## src/rtl/uart_pkg.sv

```systemverilog
// Shared types and line levels for the UART transmit scheduler.
package uart_pkg;

  typedef enum logic [2:0] {
    IDLE,
    SYNC,
    START,
    DATA,
    STOP
  } state_t;

  localparam logic UART_IDLE_LEVEL  = 1'b1;
  localparam logic UART_START_LEVEL = 1'b0;

endpackage

```

## src/rtl/rr_arbiter.sv

```systemverilog
// Combinational round-robin arbiter: grants the first requester after ptr,
// wrapping, and reports the winner both one-hot and as an index.
module rr_arbiter #(
  parameter int N = 4
) (
  input  logic [N-1:0]         req,
  input  logic [$clog2(N)-1:0] ptr,
  output logic [N-1:0]         grant,
  output logic [$clog2(N)-1:0] index,
  output logic                 found
);

  localparam int IW = $clog2(N);

  logic [IW-1:0] cand;

  always_comb begin
    // NOTE: every output gets a default before the search so no latch is inferred.
    grant = '0;
    index = '0;
    found = 1'b0;
    cand  = '0;
    for (int k = 1; k <= N; k++) begin
      cand = IW'((int'(ptr) + k) % N);
      if (!found && req[cand]) begin
        found       = 1'b1;
        grant[cand] = 1'b1;
        index       = cand;
      end
    end
  end

endmodule

```

## src/rtl/uart_tx_scheduler.sv

```systemverilog
// Round-robin shared UART transmitter: accepts one byte from NUM_REQ sources
// and serialises it as start / DATA_BITS LSB-first / STOP_BITS stop, paced by i_baud_tick.
module uart_tx_scheduler
  import uart_pkg::*;
#(
  parameter int NUM_REQ   = 4,
  parameter int DATA_BITS = 8,
  parameter int STOP_BITS = 1
) (
  input  logic                         i_clk,
  input  logic                         i_rst,
  input  logic                         i_baud_tick,
  input  logic [NUM_REQ-1:0]           i_req_valid,
  input  logic [NUM_REQ*DATA_BITS-1:0] i_req_data,
  output logic [NUM_REQ-1:0]           o_req_ready,
  output logic                         o_tx,
  output logic                         o_busy,
  output logic [$clog2(NUM_REQ)-1:0]   o_grant_id
);

  localparam int IW = $clog2(NUM_REQ);
  localparam int CW = $clog2(DATA_BITS);

  state_t               state;
  logic [DATA_BITS-1:0] shift;
  logic [CW-1:0]        bit_cnt;
  logic                 stop_cnt;
  logic [IW-1:0]        ptr;

  logic [NUM_REQ-1:0]   arb_grant;
  logic [IW-1:0]        arb_index;
  logic                 arb_found;
  logic [DATA_BITS-1:0] sel_data;

  rr_arbiter #(.N(NUM_REQ)) u_arb (
    .req   (i_req_valid),
    .ptr   (ptr),
    .grant (arb_grant),
    .index (arb_index),
    .found (arb_found)
  );

  // Ready is the arbiter grant gated by IDLE, so the byte is taken in the same cycle.
  assign o_req_ready = (state == IDLE) ? arb_grant : '0;
  assign sel_data    = i_req_data[int'(arb_index)*DATA_BITS +: DATA_BITS];

  // NOTE: all state here is sequential, so every assignment uses <= to avoid ordering races.
  always_ff @(posedge i_clk) begin
    if (i_rst) begin
      state      <= IDLE;
      o_tx       <= UART_IDLE_LEVEL;
      o_busy     <= 1'b0;
      o_grant_id <= '0;
      ptr        <= IW'(NUM_REQ - 1);
      shift      <= '0;
      bit_cnt    <= '0;
      stop_cnt   <= 1'b0;
    end else begin
      unique case (state)
        IDLE: begin
          o_tx <= UART_IDLE_LEVEL;
          if (arb_found) begin
            shift      <= sel_data;
            o_grant_id <= arb_index;
            ptr        <= arb_index;
            o_busy     <= 1'b1;
            state      <= SYNC;
          end
        end
        // SYNC waits for a tick so the start bit begins on a bit boundary.
        SYNC: begin
          if (i_baud_tick) begin
            o_tx  <= UART_START_LEVEL;
            state <= START;
          end
        end
        START: begin
          if (i_baud_tick) begin
            o_tx    <= shift[0];
            bit_cnt <= '0;
            state   <= DATA;
          end
        end
        DATA: begin
          if (i_baud_tick) begin
            if (bit_cnt == CW'(DATA_BITS - 1)) begin
              o_tx     <= UART_IDLE_LEVEL;
              stop_cnt <= 1'b0;
              state    <= STOP;
            end else begin
              shift   <= shift >> 1;
              o_tx    <= shift[1];
              bit_cnt <= bit_cnt + 1'b1;
            end
          end
        end
        STOP: begin
          if (i_baud_tick) begin
            if (stop_cnt == 1'(STOP_BITS - 1)) begin
              o_busy <= 1'b0;
              state  <= IDLE;
            end else begin
              stop_cnt <= 1'b1;
            end
          end
        end
        default: state <= IDLE;
      endcase
    end
  end

endmodule
```

## config.mk

```make
export PLATFORM = sky130hd
export DESIGN_NAME = uart_tx_scheduler
export DESIGN_NICKNAME = d
export VERILOG_FILES = /design/src/rtl/uart_pkg.sv /design/src/rtl/rr_arbiter.sv /design/src/rtl/uart_tx_scheduler.sv
export SDC_FILE = /design/constraint.sdc
export NUM_CORES = 1
export LEC_CHECK = 0
export ABC_CLOCK_PERIOD_IN_PS = 3760
export CORE_MARGIN = 10
export CORE_UTILIZATION = 30
export CTS_CLUSTER_DIAMETER = 40
export DETAILED_ROUTE_END_ITERATION = 8
export DONT_BUFFER_PORTS = 1
export PLACE_DENSITY = 0.53
export SYNTH_ARGS = -nofsm -noshare
export SYNTH_HDL_FRONTEND = slang
export SYNTH_SLANG_ARGS = --single-unit
export TNS_END_PERCENT = 10
```

## constraint.sdc

```tcl
create_clock -name i_clk -period 3.76 [get_ports i_clk]
set_clock_uncertainty 0.2 [all_clocks]
set_input_delay 0.564 -clock i_clk [delete_from_list [all_inputs] [get_ports i_clk]]
set_output_delay 0.564 -clock i_clk [all_outputs]
set_load 0.01 [all_outputs]
```

==> impl_metrics.toml <==
[layout]
fill_cells = 617
stdcell_count = 293
diodes = 0
nNetsFinal = 268
fin_util_pct = 32.4
final_common_cell = "nor2_1"
seqCellArea_sq_um = 400
syn2layout_area_growth_pct = 6.18
drive_above_1_share_pct = 7.80
layout_common_cells = "nor2_1 (43), dfxtp_1 (20), nand2_1 (18), mux2i_1 (18)"
finalInstanceArea_sq_um = 1890
multiInputGateArea_sq_um = 1290

[critical_path]
crit_arrival_ns = 2.44
crit_fanout = 16
setup.worst_path.start_class = "flop"
critical_path_class = "reg2out"
critPathCaptureType = "output pin"
r2r_cells = 9
worstPathRequired_ns = 3.00

[route]
routedWlPerCell_um = 16.4
routed_wl_mm = 4.82
vias_per_cell = 5.61
drc = 0
first_iter_violations = 87
antenna_left = 0
dr_total_vias = 1644
dr.pass1.iters = 5

[global_route]
grtUsageTotal_pct = 9.69
grt_pass1_wl_mm = 7.91
grt_pass1_vias = 1495
antenna_found_initial = 0
grt_max_degree = 21
grt-ovfl-total = 0

[clocking]
cts.sinks = 20
htreeDepth = 1
cts.path.max_buffers = 2
clk_pin_slew_ns = 0.08
cts_inserted_buffers = 3
cts_tree = "done"
post-cts-setup-buffers = 0
cts_root_buffer = "clkbuf_8"
cts_resized = 0
holdBufCountCts = 0
worstSkewPairLatency_ns = 0.26

[timing]
drv_slew = 0
setup_viol = 0
rsz0062_at_grt = "no"
timing.setup.tns_ns = 0
fin_crit_ns = 3.20
relSlewSlack_pct = 53.0
worstMarginPinSlew_ns = 0.701
period_share_pct = 85.2
finalHoldViolations = 0
fmax_ghz = 0.312

[placement]
placed_area_sq_um = 1820
port_buffers = 0
place_hpwl_mm = 3.72
place_inst = 289
gp_congestion = 0.776

[synth]
synth_cell_types = 44
synth-edff-count = 0
syn_inst = 228
synth_top_area_share_pct = 22.5
synth_nets = 277
ys_top_cells_by_area = "dfxtp_1 (22%), mux2i_1 (10%), nor2_1 (9.1%)"
seq_area_frac_synth_pct = 22.5
synth.avg_cell_area_sq_um = 7.82
yosysWarnings = 0
yosysTopAreaCell = "dfxtp_1"
async_reset_ff_share_pct = 0
synth_area_sq_um = 1780
ys_ff_latch = 20
synth_ff_type = "dfxtp_1"

[power]
p_leak_nw = 0.737
power_density_nw_per_um2 = 543
switchingPower_mw = 0.415
swShare_pct = 40.3
p_seq_share_pct = 27.5
p_comb_share_pct = 51.5
ir_drop_v = 0.000139
clkPwrFrac_pct = 21.0
internal_power_mw = 0.613

[floorplanning]
ioPinCount = 47
die_w_um = 97.1
start_util_pct = 30.5
die_area_sq_um = 9430
core_area_sq_um = 5850
die_y_um = 97.1
placementRows = 28

[worst_hold_path]
whs_path_depth = 1
hold_class = "in2reg"

[status]
outcome = "finished, final reports clean"

[job]
maxCapViolations = 0
## worst paths after layout
| kind | from | endpoint | slack [ns] |
|---|---|---|---|
| min | i_rst | bit_cnt[0] | 0.16 |
| max reg2reg | ptr[0] | shift[7] | 0.70 |
| max | ptr[0] | o_req_ready[2] | 0.56 |
| min reg2reg | shift[7] | shift[7] | 0.29 |
## power by group through the flow
stage               Clock [mW]  Sequential (mW)  Combinational, mW
floorplan                    0            0.277              0.453
detailed placement           0            0.289              0.534
CTS                      0.224            0.284              0.536
finish                   0.216            0.282              0.529
global route             0.236            0.289              0.589
global placement             0            0.289              0.533
## through the flow
stage,setup slack (ns),hold WS (ns),power [mW]
floorplan,0.622,0.270,0.730
global placement,0.780,0.285,0.822
detailed placement,0.713,0.283,0.823
CTS,0.524,0.153,1.04
global route,0.310,0.141,1.11
finish,0.558,0.162,1.03
## cell type report
cell class | instances | area share, %
Multi-Input combinational cell | 186 | 67.9
Sequential cell | 20 | 21.1
Tap cell | 75 | 4.96
Clock buffer | 3 | 2.18
Clock inverter | 1 | 1.59
Timing Repair Buffer | 3 | 1.19
Inverter | 5 | 0.991
## sequential cells by signal, indices dropped and copies added, names as in the netlist
signal / count
o_busy: 1
shift: 8
o_tx: 1
state: 3
ptr: 2
bit_cnt: 3
o_grant_id: 2
## synth_stat cells, types with 2 or more instances
| cell | number |
|---|---|
| a21oi_1 | 12 |
| a221o_1 | 2 |
| a221oi_1 | 11 |
| a22oi_1 | 8 |
| buf_2 | 5 |
| clkbuf_1 | 11 |
| dfxtp_1 | 20 |
| ha_1 | 10 |
| inv_1 | 5 |
| mux2i_1 | 18 |
| mux4_2 | 4 |
| nand2_1 | 18 |
| nand2b_1 | 4 |
| nor2_1 | 43 |
| nor2b_1 | 2 |
| nor3_1 | 5 |
| nor4_1 | 2 |
| o21ai_0 | 12 |
| o21ai_1 | 2 |
| o21bai_1 | 3 |
| o221ai_1 | 7 |
| or3_1 | 2 |
## critical path: stages, from the launching register on
cell	delay (ns)
dfxtp_1	0.45
inv_1	0.09
ha_1	0.41
mux4_2	0.50
nor2_1	0.20
and2_1	0.22
a221oi_1	0.09
nor2_1	0.22
## kinds of logic after synthesis
kind of cell	Yosys count	share of synthesized area [%]
AND/OR/NAND/NOR	86	22.5
AO/OA/AOI/OAI	67	26.9
multiplexers	23	15.8
buffers and inverters	22	5.40
flip-flops	20	22.5
adder cells (fa/ha/maj)	10	7.02
## layer usage
layer,up-vias,part of all wire [%],global-route usage (%)
li1,832,-,-
met1,770,46,12.8
met2,38,46,15.0
met3,4,8.0,3.06
met4,0,0.62,2.04
met5,-,0,0
Power figures use the tool's default switching activity.
